<file path="src/rtl/hcache_pkg.sv">
// Shared types and helpers for the hash-cache lookup controller.
// Provides the default widths, the controller state encoding and the
// {data, tag} cache-line packing used on the fill port.
package hcache_pkg;

   localparam int unsigned MEM_ADDR_W   = 32;
   localparam int unsigned CACHE_ADDR_W = 13;
   localparam int unsigned DATA_W       = 64;
   localparam int unsigned TAG_W        = MEM_ADDR_W - CACHE_ADDR_W;
   localparam int unsigned CNT_W        = 32;
   localparam int unsigned LINE_W       = DATA_W + TAG_W;

   typedef enum logic [2:0] {
      S_IDLE     = 3'd0,
      S_LOOKUP   = 3'd1,
      S_WAIT_RD  = 3'd2,
      S_MEM_REQ  = 3'd3,
      S_MEM_WAIT = 3'd4,
      S_FILL     = 3'd5,
      S_RESP     = 3'd6
   } state_e;

   // Cache line as written on the fill port: tag occupies the low bits.
   typedef struct packed {
      logic [DATA_W-1:0] data;
      logic [TAG_W-1:0]  tag;
   } line_t;

   function automatic line_t pack_line(input logic [DATA_W-1:0] data,
                                       input logic [TAG_W-1:0]  tag);
      line_t l;
      l.data = data;
      l.tag  = tag;
      return l;
   endfunction

endpackage

</file>
<file path="src/rtl/hcache_lookup_ctrl_sat_counter.sv">
// Saturating statistics counter.
// Ports: clk, rst (sync, active-high), clr_i (clear, wins over inc_i),
//        inc_i (increment, held at all-ones once reached), cnt_o (count).
module sat_counter #(
   parameter int unsigned WIDTH = 32
) (
   input  logic             clk,
   input  logic             rst,
   input  logic             clr_i,
   input  logic             inc_i,
   output logic [WIDTH-1:0] cnt_o
);

   logic [WIDTH-1:0] cnt_q, cnt_d;

   // Clear first, then increment only while below all-ones.
   always_comb begin
      cnt_d = cnt_q;
      if (clr_i) begin
         cnt_d = '0;
      end else if (inc_i && (cnt_q != '1)) begin
         cnt_d = cnt_q + WIDTH'(1);
      end
   end

   always_ff @(posedge clk) begin
      if (rst) begin
         cnt_q <= '0;
      end else begin
         cnt_q <= cnt_d;
      end
   end

   assign cnt_o = cnt_q;

endmodule

</file>
<file path="src/rtl/hcache_lookup_ctrl.sv">
// Initiator-side lookup/fill controller for the direct-mapped hash cache.
// Upstream:   req_valid/req_ready/req_addr, rsp_valid/rsp_ready/rsp_data/rsp_hit.
// Cache:      cache_rd_* (lookup, result 2 cycles after strobe), cache_wr_* (fill).
// Memory:     mem_req_* (read address), mem_rsp_* (read data).
// Statistics: stats_clr, hit_cnt, miss_cnt (saturating).
// One lookup in flight; every output comes straight from a flop.
module hcache_lookup_ctrl
   import hcache_pkg::*;
#(
   parameter int unsigned C_MEM_ADDR_WIDTH   = MEM_ADDR_W,
   parameter int unsigned C_CACHE_ADDR_WIDTH = CACHE_ADDR_W,
   parameter int unsigned C_DATA_WIDTH       = DATA_W,
   parameter int unsigned C_TAG_WIDTH        = C_MEM_ADDR_WIDTH - C_CACHE_ADDR_WIDTH,
   parameter int unsigned C_CNT_WIDTH        = CNT_W
) (
   input  logic                                clk,
   input  logic                                rst,
   input  logic                                req_valid,
   output logic                                req_ready,
   input  logic [C_MEM_ADDR_WIDTH-1:0]         req_addr,
   output logic                                rsp_valid,
   input  logic                                rsp_ready,
   output logic [C_DATA_WIDTH-1:0]             rsp_data,
   output logic                                rsp_hit,
   output logic                                cache_rd_en,
   output logic [C_CACHE_ADDR_WIDTH-1:0]       cache_rd_addr,
   output logic [C_TAG_WIDTH-1:0]              cache_rd_din,
   input  logic                                cache_rd_result,
   input  logic [C_DATA_WIDTH-1:0]             cache_rd_dout,
   input  logic                                cache_rd_valid,
   output logic                                cache_wr_en,
   output logic [C_CACHE_ADDR_WIDTH-1:0]       cache_wr_addr,
   output logic [C_DATA_WIDTH+C_TAG_WIDTH-1:0] cache_wr_data,
   output logic                                mem_req_valid,
   input  logic                                mem_req_ready,
   output logic [C_MEM_ADDR_WIDTH-1:0]         mem_req_addr,
   input  logic                                mem_rsp_valid,
   output logic                                mem_rsp_ready,
   input  logic [C_DATA_WIDTH-1:0]             mem_rsp_data,
   input  logic                                stats_clr,
   output logic [C_CNT_WIDTH-1:0]              hit_cnt,
   output logic [C_CNT_WIDTH-1:0]              miss_cnt
);

   state_e                        state_q, state_d;
   logic [C_MEM_ADDR_WIDTH-1:0]   addr_q, addr_d;
   logic [C_DATA_WIDTH-1:0]       rsp_data_q, rsp_data_d;
   logic                          rsp_hit_q, rsp_hit_d;
   logic                          req_ready_q, req_ready_d;
   logic                          rsp_valid_q, rsp_valid_d;
   logic                          rd_en_q, rd_en_d;
   logic                          wr_en_q, wr_en_d;
   logic                          mem_req_valid_q, mem_req_valid_d;
   logic                          mem_rsp_ready_q, mem_rsp_ready_d;
   logic                          hit_inc, miss_inc;

   // Next state plus next value of every registered output.
   // Strobes are decoded from state_d so they appear in the cycle the
   // FSM occupies the corresponding state.
   always_comb begin
      state_d    = state_q;
      addr_d     = addr_q;
      rsp_data_d = rsp_data_q;
      rsp_hit_d  = rsp_hit_q;
      hit_inc    = 1'b0;
      miss_inc   = 1'b0;

      case (state_q)
         S_IDLE: begin
            if (req_valid && req_ready_q) begin
               addr_d  = req_addr;
               state_d = S_LOOKUP;
            end
         end
         S_LOOKUP: begin
            state_d = S_WAIT_RD;
         end
         S_WAIT_RD: begin
            if (cache_rd_valid) begin
               if (cache_rd_result) begin
                  rsp_data_d = cache_rd_dout;
                  rsp_hit_d  = 1'b1;
                  hit_inc    = 1'b1;
                  state_d    = S_RESP;
               end else begin
                  rsp_hit_d  = 1'b0;
                  miss_inc   = 1'b1;
                  state_d    = S_MEM_REQ;
               end
            end
         end
         S_MEM_REQ: begin
            if (mem_req_valid_q && mem_req_ready) begin
               state_d = S_MEM_WAIT;
            end
         end
         S_MEM_WAIT: begin
            if (mem_rsp_valid && mem_rsp_ready_q) begin
               rsp_data_d = mem_rsp_data;
               state_d    = S_FILL;
            end
         end
         S_FILL: begin
            rsp_hit_d = 1'b0;
            state_d   = S_RESP;
         end
         S_RESP: begin
            if (rsp_valid_q && rsp_ready) begin
               state_d = S_IDLE;
            end
         end
         default: begin
            state_d = S_IDLE;
         end
      endcase

      req_ready_d     = (state_d == S_IDLE);
      rd_en_d         = (state_d == S_LOOKUP);
      mem_req_valid_d = (state_d == S_MEM_REQ);
      mem_rsp_ready_d = (state_d == S_MEM_WAIT);
      wr_en_d         = (state_d == S_FILL);
      rsp_valid_d     = (state_d == S_RESP);
   end

   always_ff @(posedge clk) begin
      if (rst) begin
         state_q         <= S_IDLE;
         addr_q          <= '0;
         rsp_data_q      <= '0;
         rsp_hit_q       <= 1'b0;
         req_ready_q     <= 1'b0;
         rsp_valid_q     <= 1'b0;
         rd_en_q         <= 1'b0;
         wr_en_q         <= 1'b0;
         mem_req_valid_q <= 1'b0;
         mem_rsp_ready_q <= 1'b0;
      end else begin
         state_q         <= state_d;
         addr_q          <= addr_d;
         rsp_data_q      <= rsp_data_d;
         rsp_hit_q       <= rsp_hit_d;
         req_ready_q     <= req_ready_d;
         rsp_valid_q     <= rsp_valid_d;
         rd_en_q         <= rd_en_d;
         wr_en_q         <= wr_en_d;
         mem_req_valid_q <= mem_req_valid_d;
         mem_rsp_ready_q <= mem_rsp_ready_d;
      end
   end

   // Address-derived buses are plain slices of the captured request;
   // the fill line reuses the response data register.
   assign req_ready     = req_ready_q;
   assign rsp_valid     = rsp_valid_q;
   assign rsp_data      = rsp_data_q;
   assign rsp_hit       = rsp_hit_q;
   assign cache_rd_en   = rd_en_q;
   assign cache_rd_addr = addr_q[C_CACHE_ADDR_WIDTH-1:0];
   assign cache_rd_din  = addr_q[C_MEM_ADDR_WIDTH-1:C_CACHE_ADDR_WIDTH];
   assign cache_wr_en   = wr_en_q;
   assign cache_wr_addr = addr_q[C_CACHE_ADDR_WIDTH-1:0];
   assign cache_wr_data = pack_line(rsp_data_q, addr_q[C_MEM_ADDR_WIDTH-1:C_CACHE_ADDR_WIDTH]);
   assign mem_req_valid = mem_req_valid_q;
   assign mem_req_addr  = addr_q;
   assign mem_rsp_ready = mem_rsp_ready_q;

   sat_counter #(.WIDTH(C_CNT_WIDTH)) u_hit_cnt (
      .clk   (clk),
      .rst   (rst),
      .clr_i (stats_clr),
      .inc_i (hit_inc),
      .cnt_o (hit_cnt)
   );

   sat_counter #(.WIDTH(C_CNT_WIDTH)) u_miss_cnt (
      .clk   (clk),
      .rst   (rst),
      .clr_i (stats_clr),
      .inc_i (miss_inc),
      .cnt_o (miss_cnt)
   );

endmodule

</file>
<file path="config.mk">
export PLATFORM = sky130hd
export DESIGN_NAME = hcache_lookup_ctrl
export DESIGN_NICKNAME = d
export VERILOG_FILES = /design/src/rtl/hcache_pkg.sv /design/src/rtl/hcache_lookup_ctrl_sat_counter.sv /design/src/rtl/hcache_lookup_ctrl.sv
export SDC_FILE = /design/constraint.sdc
export NUM_CORES = 1
export LEC_CHECK = 0
export ABC_AREA = 1
export BUFFER_PORTS_ARGS = -buffer_cell sky130_fd_sc_hd__buf_4
export CAP_MARGIN = 20
export CORE_AREA = 4 4 180 182
export CTS_BUF_LIST = sky130_fd_sc_hd__clkbuf_16
export CTS_CLUSTER_DIAMETER = 50
export CTS_CLUSTER_SIZE = 16
export DETAILED_ROUTE_END_ITERATION = 10
export DIE_AREA = 0 0 184 186
export SYNTH_ARGS = -nofsm -noshare
export SYNTH_HDL_FRONTEND = slang
export SYNTH_SLANG_ARGS = --single-unit
</file>
<file path="constraint.sdc">
create_clock -name clk -period 2.2 [get_ports clk]
set_input_delay 0.22 -clock clk [delete_from_list [all_inputs] [get_ports clk]]
set_output_delay 0.22 -clock clk [all_outputs]
set_load 0.005 [all_outputs]
</file>
==> impl_metrics.toml, run 1 <==
[status]
status = "finished clean"

[layout]
final_area_um2 = 12800
nets = 1829
area_growth_pct = 39.7
layout-drive-gt1-share = 0.348
fin_cells = 2067
antenna_cells = 0

[timing]
period_minus_slack_ps = 2080
final.period_utilization = 0.945
rsz0062_at_grt = "false"
setup_ws_ps = 121
setup_viol = 0
finalMaxSlewViolations = 0
setup_tns_ps = 0
worst_pin_slew_ps = 596
hold_viol = 0
fmax_mhz = 481
skew_ps = 11.2
max-slew-margin-rel = 0.602

[pwr]
power_frac_comb = 0.149
p_switching_mw = 2.03
power_frac_clock = 0.426
ir_drop_mv = 0.469
powerDensity_nw_per_um2 = 612
p_int_mw = 5.80
p_sw_frac = 0.259
leakage_nw = 5.73
p_total_mw = 7.83
seq_power_share = 0.426

[yosys]
synth_cell_types = 37
yosys_warnings = 0
syn_inst = 1330
syn-mean-instance-area_um2 = 6.89
syn_area_um2 = 9170
synth_nets = 1501
ys_seq_elements = 170
ys_seq_area_frac = 0.371

[route]
wl_per_cell_um = 15.9
dr.first_iter.drc_count = 601
firstDrtPassIters = 5
drc = 0
vias = 9668
drt_wl_total_mm = 32.9
antenna_left = 0
via_per_inst = 4.68

[cts]
clock_tree.root_cell = "clkbuf_16"
cts-htree-levels = 4
cts_resized = 0
cts_tree = "yes"
clkTransAtPathRegs_ps = 70
ctsLongestPathBuffers = 2
clk_latency_ps = 430
postCtsSetupBuffers = 0
cts_buffers = 17
cts.sinks = 170

[critical_path]
crit_path_end_kind = "flip-flop"
r2r-start = "u_miss_cnt.cnt_o[1]"
r2r_slack_ps = 120
r2r_cells = 8
required_ps = 2520
worstPathArrival_ps = 2400
start_kind = "flip-flop"
critPathMaxFanout = 17
r2r-end = "u_miss_cnt.cnt_o[21]"
crit_type = "flip-flop to flip-flop"

[worst_hold_path]
whs_path_depth = 3
hold_class = "input pin to flip-flop"
min_from = "req_addr[15]"
min_to = "mem_req_addr[15]"

[grt]
grt_max_degree = 79
track_usage = 0.181
overflow = 0
grt_pass1_wl_mm = 49.3
grt_pass1_vias = 8943
antenna_found_initial = 0

[placement]
numPortBuffers = 463
gp_congestion = 0.887
dp_worst_setup_slack_ps = 209
dp.final_hpwl_mm = 25.6
dpl_cell_area_um2 = 12100
dp.cells = 2033

[floorplan]
die_width_um = 184
coreArea_um2 = 30600
io_pins = 464
die_area_um2 = 34200
initial_core_util = 0.300
die_h_um = 186
row_count = 64

[run]
cap_violations = 0
-- worst max-delay path by stage --
stage / slack [ps] / endpoint / from / cells after the start
5_1_grt: 4 / u_miss_cnt.cnt_o[29] / u_miss_cnt.cnt_o[1] / 9
3_5_place_dp: 210 / u_miss_cnt.cnt_o[14] / u_miss_cnt.cnt_o[1] / 10
3_3_place_gp: 260 / u_miss_cnt.cnt_o[14] / u_miss_cnt.cnt_o[0] / 10
2_1_floorplan: 590 / u_miss_cnt.cnt_o[26] / u_miss_cnt.cnt_o[0] / 9
4_1_cts: 200 / u_miss_cnt.cnt_o[14] / u_miss_cnt.cnt_o[1] / 10
6_report: 120 / u_miss_cnt.cnt_o[21] / u_miss_cnt.cnt_o[1] / 8
-- final cells by class --
type                    instances  area [um2]
clock buffers                  17         425
clock inverters                15         214
fillers                      3173       17800
inverters                      61         229
multi-input cells             912        4260
flip-flops and latches        170        3400
well taps                     396         495
repair buffers                496        3780
-- metal layers --
layer  vias to the layer above  part of all wire  track usage
met5                         -                 0            0
met1                      4355              0.41        0.223
li1                       4866                 -            -
met4                         0             0.015       0.0458
met2                       418              0.49        0.318
met3                        29             0.082       0.0457
-- registers in the layout, indices dropped and copies added (netlist names) --
signal,flops
cache_rd_en,1
cache_wr_en,1
mem_req_addr,32
mem_req_valid,1
mem_rsp_ready,1
req_ready,1
rsp_data,64
rsp_hit,1
rsp_valid,1
state_q,3
u_hit_cnt.cnt_o,32
u_miss_cnt.cnt_o,32
-- per-stage QoR --
| step | utilization | hold WS (ps) |
|---|---|---|
| 4_1_cts | 0.418 | 19.9 |
| 2_1_floorplan | - | 292 |
| 5_1_grt | 0.419 | 27.5 |
| 3_5_place_dp | 0.397 | 464 |
| 6_report | 0.419 | 41.6 |
| 3_3_place_gp | 0.397 | 460 |
-- cell usage after synthesis --
cell,number,area [um2]
ha_1,2,25.0
nor2_8,1,20.0
dfxtp_1,170,3400
nor3_2,1,10.0
nand3_2,11,110
nor2_1,217,815
buf_6,11,124
nor2_4,7,78.8
a211oi_1,1,7.51
nor4_1,1,6.26
nor2_2,12,75.1
inv_2,4,15.0
buf_1,1,3.75
a21oi_1,52,260
xor2_1,6,52.6
o21ai_0,41,205
xnor2_1,2,17.5
nor3_1,7,35.0
nand2_1,324,1220
buf_2,17,85.1
nand3_4,1,17.5
nand3b_1,3,22.5
nand3_1,59,295
o21ai_1,58,290
and2_1,6,37.5
buf_4,131,983
or2_1,1,6.26
o31ai_1,1,7.51
clkbuf_1,28,105
inv_1,56,210
clkinv_1,1,3.75
nor2b_1,1,6.26
nand2_2,11,68.8
a21oi_4,1,16.3
nand4_1,17,106
a31oi_1,66,413
nand2_4,1,11.3
-- power by group through the flow --
stage	clock network (mW)	logic, mW	registers, mW
floorplan	0	0.624	3.38
global placement	0	1.18	3.40
detailed placement	0	1.18	3.41
CTS	3.43	1.18	3.34
global route	3.56	1.29	3.35
finish	3.33	1.16	3.33
-- timing repair --
item | in CTS | in global routing
setup endpoints to repair | 0 | 1
hold buffers | 1 | 0
hold endpoints to repair | 3 | 0
-- kinds of logic after synthesis --
family,after synthesis,share of synthesized area
AO/OA/AOI/OAI,220,0.131
XOR/XNOR,8,0.00764
adder cells (fa/ha/maj),2,0.00273
buffers and inverters,249,0.167
flip-flops,170,0.371
AND/OR/NAND/NOR,681,0.321
-- cells in the final DEF (no fill, tap or decap), types with 2 or more instances in the layout --
master     netlist  layout
xor2_1           6       6
ha_1             2       2
nor3_1           7       7
clkinv_2         0       2
a31oi_1         66      66
clkbuf_16        0      17
clkinv_4         0       5
nand3_2         11      12
dfxtp_1        170     170
nand2_2         11      12
nand2_1        324     322
o21ai_1         58      58
inv_8            0       2
nand3b_1         3       3
nand2_4          1       2
nor2_2          12      12
inv_2            4       5
a21oi_1         52      52
bufinv_16        0       4
xnor2_1          2       2
nand3_1         59      59
nor2_1         217     216
buf_12           0       4
and2_1           6       6
nor2_4           7       8
nand4_1         17      17
o21ai_0         41      41
inv_1           56      55
buf_4          131     491
inv_6            0       2
-- critical path: stages (launching register included) --
cell     delay (ps)
dfxtp_1         380
ha_1            220
nand2_2          80
nor2_4          170
nand2_4         120
nor2_8          200
nand3_2         450
a21oi_1         290
nor2_1           60
Power figures use the tool's default switching activity.
==> run 2, diff against run 1 <==
--- a/config.mk
+++ b/config.mk
@@ -8,12 +8,13 @@
 export ABC_AREA = 1
 export BUFFER_PORTS_ARGS = -buffer_cell sky130_fd_sc_hd__buf_4
 export CAP_MARGIN = 20
-export CORE_AREA = 4 4 180 182
+export CORE_AREA = 4 4 177 179
 export CTS_BUF_LIST = sky130_fd_sc_hd__clkbuf_16
 export CTS_CLUSTER_DIAMETER = 50
 export CTS_CLUSTER_SIZE = 16
 export DETAILED_ROUTE_END_ITERATION = 10
-export DIE_AREA = 0 0 184 186
+export DIE_AREA = 0 0 181 183
+export SLEW_MARGIN = 20
 export SYNTH_ARGS = -nofsm -noshare
 export SYNTH_HDL_FRONTEND = slang
 export SYNTH_SLANG_ARGS = --single-unit
==> constraint.sdc (replaced) <==
create_clock -name clk -period 2.5 [get_ports clk]
set_input_delay 0.25 -clock clk [delete_from_list [all_inputs] [get_ports clk]]
set_output_delay 0.25 -clock clk [all_outputs]
set_load 0.005 [all_outputs]
==> run 2 against run 1 <==
Against the previous run:
- wire length grew 2.0%
- register-to-register slack improved by 410 ps
- critical path depth is 2 higher
- clock skew is 6.1 ps higher
- first-iteration DRC count decreased by 7.0%
- die area decreased by 3.2%
- via count is 0.54% higher
- hold slack better by 24 ps
- critical path type unchanged
- power down 14%
- non-clock buffer count fell by 10
- final cell count is 0.82% lower
==> impl_metrics.toml, run 2 (same netlist as run 1, synthesis figures left out) <==
[cts]
cts.sinks = 170
clock_tree.root_cell = "clkbuf_16"
postCtsSetupBuffers = 0
cts_resized = 0
cts-htree-levels = 4
ctsLongestPathBuffers = 2
clk_latency_ps = 430
clkTransAtPathRegs_ps = 70
cts_hold_buf = 0
cts_tree = "yes"
cts_buffers = 17

[route]
wl_per_cell_um = 16.4
dr_wl_met2_mm = 16.4
via_per_inst = 4.74
firstDrtPassIters = 5
wl_met1_mm = 14.4
drt_wl_total_mm = 33.6
drc = 0
met3WireLength_mm = 2.26
antenna_left = 0
dr.first_iter.drc_count = 559
top_layer = "met4"
vias = 9720

[timing]
hold_viol = 0
max-slew-margin-rel = 0.290
fmax_mhz = 507
final.period_utilization = 0.789
period_minus_slack_ps = 1970
setup_tns_ps = 0
setup_viol = 0
skew_ps = 17.3
rsz0062_at_grt = "false"
worst_pin_slew_ps = 1060
finalMaxSlewViolations = 0

[critical_path]
crit_path_end_kind = "flip-flop"
worstPathArrival_ps = 2300
start_kind = "flip-flop"
required_ps = 2830
crit_type = "flip-flop to flip-flop"
critPathMaxFanout = 34

[layout]
final_common_cell = "buf_4"
nets = 1818
final_cell_mix = "buf_4 (484), nand2_1 (322), nor2_1 (216)"
area_growth_pct = 37.8
antenna_cells = 0
largest_reg_flops = 64
layout-drive-gt1-share = 0.344

[floorplan]
initial_core_util = 0.310
die_h_um = 183
die_width_um = 181
die_area_um2 = 33100
row_count = 63
io_pins = 464
coreArea_um2 = 29600

[status]
status = "finished clean"

[worst_hold_path]
hold_class = "input pin to flip-flop"

[pwr]
powerDensity_nw_per_um2 = 533
ir_drop_mv = 0.382
leakage_nw = 5.65
p_total_mw = 6.73

[placement]
numPortBuffers = 463
gp_congestion = 0.887
dp.final_hpwl_mm = 26.2

[grt]
grt_pass1_wl_mm = 52.2
grt_max_degree = 65
grt_pass1_vias = 9437
antenna_found_initial = 0
overflow = 0
track_usage = 0.194

[run]
cap_violations = 0
run 2: changes by cell type in the layout (fill, tap and decap cells not counted), sizes merged:
cell         change
bufinv           -2
inv              +4
clkinv           -3
dlygate4sd3      -1
clkinvlp         +1
nand3            -1
buf              -9
run 2: report_power, final:
| part | switching, mW | internal, mW | total, mW |
|---|---|---|---|
| registers | 0.134 | 2.81 | 2.95 |
| logic | 0.429 | 0.587 | 1.02 |
| clock network | 1.27 | 1.50 | 2.77 |
| total | 1.83 | 4.90 | 6.73 |
run 2: area by class of cell:
type                    count  area, um2
clock buffers              17        425
clock inverters            15        164
fillers                  3053      16900
inverters                  61        229
multi-input cells         911       4250
flip-flops and latches    170       3400
well taps                 390        488
repair buffers            486       3670
run 2: worst paths after layout:
path | startpoint | to | slack [ps] | cells after the start
max | u_miss_cnt.cnt_o[1] | u_miss_cnt.cnt_o[13] | 530 | 10
min | rst | cache_wr_en | 70 | 2
max reg2reg | u_miss_cnt.cnt_o[1] | u_miss_cnt.cnt_o[13] | 530 | 10
min reg2reg | mem_req_addr[22] | mem_req_addr[22] | 520 | 2
run 2: worst max-delay path, cell delays in order (launching register included):
cell	delay (ps)
dfxtp_1	370
ha_1	210
nand2_2	80
nor2_4	170
nand2_4	120
nor2_8	170
nand3_4	360
nand2_1	210
nand2_1	70
nand2_1	60
nor2_1	40
run 2: metrics by stage:
step,util,worst slack [ps],cells,hold slack (ps),cell area [um2]
2_1_floorplan,-,892,1330,322,9170
3_3_place_gp,0.407,554,2018,497,12000
6_report,0.427,528,2050,65.7,12600
3_5_place_dp,0.407,521,2018,508,12000
5_1_grt,0.427,329,2050,54.2,12600
4_1_cts,0.427,515,2050,46.4,12600
run 2: layer usage:
metal,vias up,GRT usage
li1,4851,-
met1,4481,0.246
met2,360,0.338
met3,28,0.0413
met4,0,0.0501
met5,-,0
==> run 3, diff against run 2 <==
==> constraint.sdc (replaced) <==
create_clock -name clk -period 1.7 [get_ports clk]
set_input_delay 0.17 -clock clk [delete_from_list [all_inputs] [get_ports clk]]
set_output_delay 0.17 -clock clk [all_outputs]
set_load 0.005 [all_outputs]
==> run 3 against run 2 <==
Against the previous run:
- the run now ends with negative setup slack left
- maximum frequency up 12%
- power rose by 49%
- final area rose by 17%
==> impl_metrics.toml, run 3 (same netlist as run 1, synthesis figures left out) <==
[placement]
dpl_cell_area_um2 = 12700
dp.final_hpwl_mm = 27.0
gp_congestion = 0.898
numPortBuffers = 463

[cts]
cts.sinks = 170
clk_latency_ps = 440
cts_buffers = 17
clock_tree.root_cell = "clkbuf_16"
cts_tree = "yes"
clkTransAtPathRegs_ps = 70
ctsLongestPathBuffers = 2
cts-htree-levels = 4

[grt]
grt_max_degree = 76
antenna_found_initial = 0
overflow = 0
track_usage = 0.203
grt_pass1_wl_mm = 54.9
grt_pass1_vias = 10022

[floorplan]
coreArea_um2 = 29600
die_h_um = 183
die_area_um2 = 33100
initial_core_util = 0.310
io_pins = 464
die_width_um = 181
row_count = 63

[layout]
largest_reg_flops = 64
final_common_cell = "buf_4"
antenna_cells = 0
final_cell_mix = "buf_4 (553), nand2_1 (309), nor2_1 (193)"
layout-drive-gt1-share = 0.415
seq_area_um2 = 3420
multiInputGateArea_um2 = 4640
nFillCells = 2832
nets = 1990
area_growth_pct = 61.6
final_area_um2 = 14800

[critical_path]
r2r-start = "u_hit_cnt.cnt_o[0]"
crit_type = "flip-flop to flip-flop"
path_buf_inv = 3
required_ps = 2030
crit_slowest_cell = "dfxtp_2"
cp_cell_sequence = "ha_4 > nand2_4 > nor2_4 > buf_6 > nand2_4 > nor2_2 > nand3b_1 > buf_6 > clkbuf_16 > a21oi_1 > nor2_1"
r2r_cells = 11
crit_path_end_kind = "flip-flop"
endpoint = "u_hit_cnt.cnt_o[28]"
critPathMaxFanout = 7
cp.depth = 11
critPathTopFamily = "simple AND/OR/NAND/NOR gates"
r2r_slack_ps = -70
start_kind = "flip-flop"
worstPathArrival_ps = 2090
cp_slowest_stage_delay_ps = 360
r2r-end = "u_hit_cnt.cnt_o[28]"
setup.worst_path.start = "u_hit_cnt.cnt_o[0]"

[timing]
finalMaxSlewViolations = 0
setup_ws_ps = -66.4
rsz0062_at_grt = "true"
fmax_mhz = 566
worst_pin_slew_ps = 451
period_minus_slack_ps = 1770
max-slew-margin-rel = 0.699
final.period_utilization = 1.04
hold_viol = 0
setup_viol = 16
skew_ps = 18.8

[worst_hold_path]
hold_class = "input pin to flip-flop"
min_from = "cache_rd_dout[55]"

[run]
cap_violations = 0

[pwr]
power_frac_clock = 0.396
p_switching_mw = 2.70
p_sw_frac = 0.269
p_total_mw = 10.0
leakage_nw = 6.71
powerDensity_nw_per_um2 = 677
p_int_mw = 7.33
ir_drop_mv = 0.618
power_frac_comb = 0.171
seq_power_share = 0.432

[status]
status = "finished with violations"
violations = "negative setup slack"

[route]
antenna_left = 0
drc = 0
firstDrtPassIters = 5
dr.first_iter.drc_count = 625
vias = 10657
via_per_inst = 4.80
wl_per_cell_um = 17.0
drt_wl_total_mm = 37.7
## run 3: final cells by class
| cell class | count | area share |
|---|---|---|
| well taps | 390 | 0.0329 |
| multi-input cells | 912 | 0.313 |
| inverters | 61 | 0.0155 |
| clock buffers | 17 | 0.0287 |
| flip-flops and latches | 170 | 0.231 |
| repair buffers | 657 | 0.369 |
| clock inverters | 13 | 0.00971 |
## run 3: power by group through the flow
| stage | clock network [mW] | registers (mW) | logic (mW) |
|---|---|---|---|
| after global placement | 0 | 4.42 | 1.54 |
| after CTS | 4.07 | 4.34 | 1.70 |
| after floorplan | 0 | 4.37 | 0.807 |
| after detailed placement | 0 | 4.43 | 1.55 |
| after global routing | 4.22 | 4.36 | 1.87 |
| final | 3.97 | 4.34 | 1.72 |
## run 3: worst min path at each step
stage,to,slack (ps),cells after the start
floorplan,cache_rd_en,240,1
global placement,mem_req_addr[6],420,3
detailed placement,mem_req_addr[0],430,3
CTS,rsp_data[55],0.09,3
global route,rsp_data[46],4,3
finish,rsp_data[55],10,3
## run 3: through the flow
stage / setup TNS (ps) / worst slack [ps] / cells / hold WS, ps / utilization
4_1_cts: 0 / 1.98 / 2196 / 0.0935 / 0.476
6_report: -534 / -66.4 / 2220 / 11.4 / 0.501
5_1_grt: -3350 / -142 / 2220 / 3.72 / 0.501
3_3_place_gp: 0 / 36.6 / 2090 / 424 / 0.430
2_1_floorplan: 0 / 91.7 / 1330 / 242 / -
3_5_place_dp: -42.4 / -17.0 / 2090 / 429 / 0.430
## run 3: per-layer routing
| metal | GRT usage | share of wire | routed length, um | vias to the layer above |
|---|---|---|---|---|
| met4 | 0.0681 | 0.032 | 1210 | 0 |
| met1 | 0.255 | 0.41 | 15600 | 4940 |
| met2 | 0.350 | 0.49 | 18300 | 459 |
| li1 | - | - | - | 5194 |
| met5 | 0 | 0 | 0 | - |
| met3 | 0.0430 | 0.067 | 2520 | 64 |
## run 3: timing repair
item                                   in CTS  in global routing
endpoints found under the hold margin      64                  0
buffers inserted                            0                 14
pin swaps                                   0                 49
hold buffers                               75                  0
cloned                                      1                 10
setup endpoints to repair                  17                119
resized for setup                           1                121
## run 3: worst reg2reg max path, delay by kind of cell (launching register included)
kind	cells	cell delay [ps]
simple gates	6	530
buf+inv	3	470
flops	1	360
fa+ha+maj	1	150
compound gates	1	150
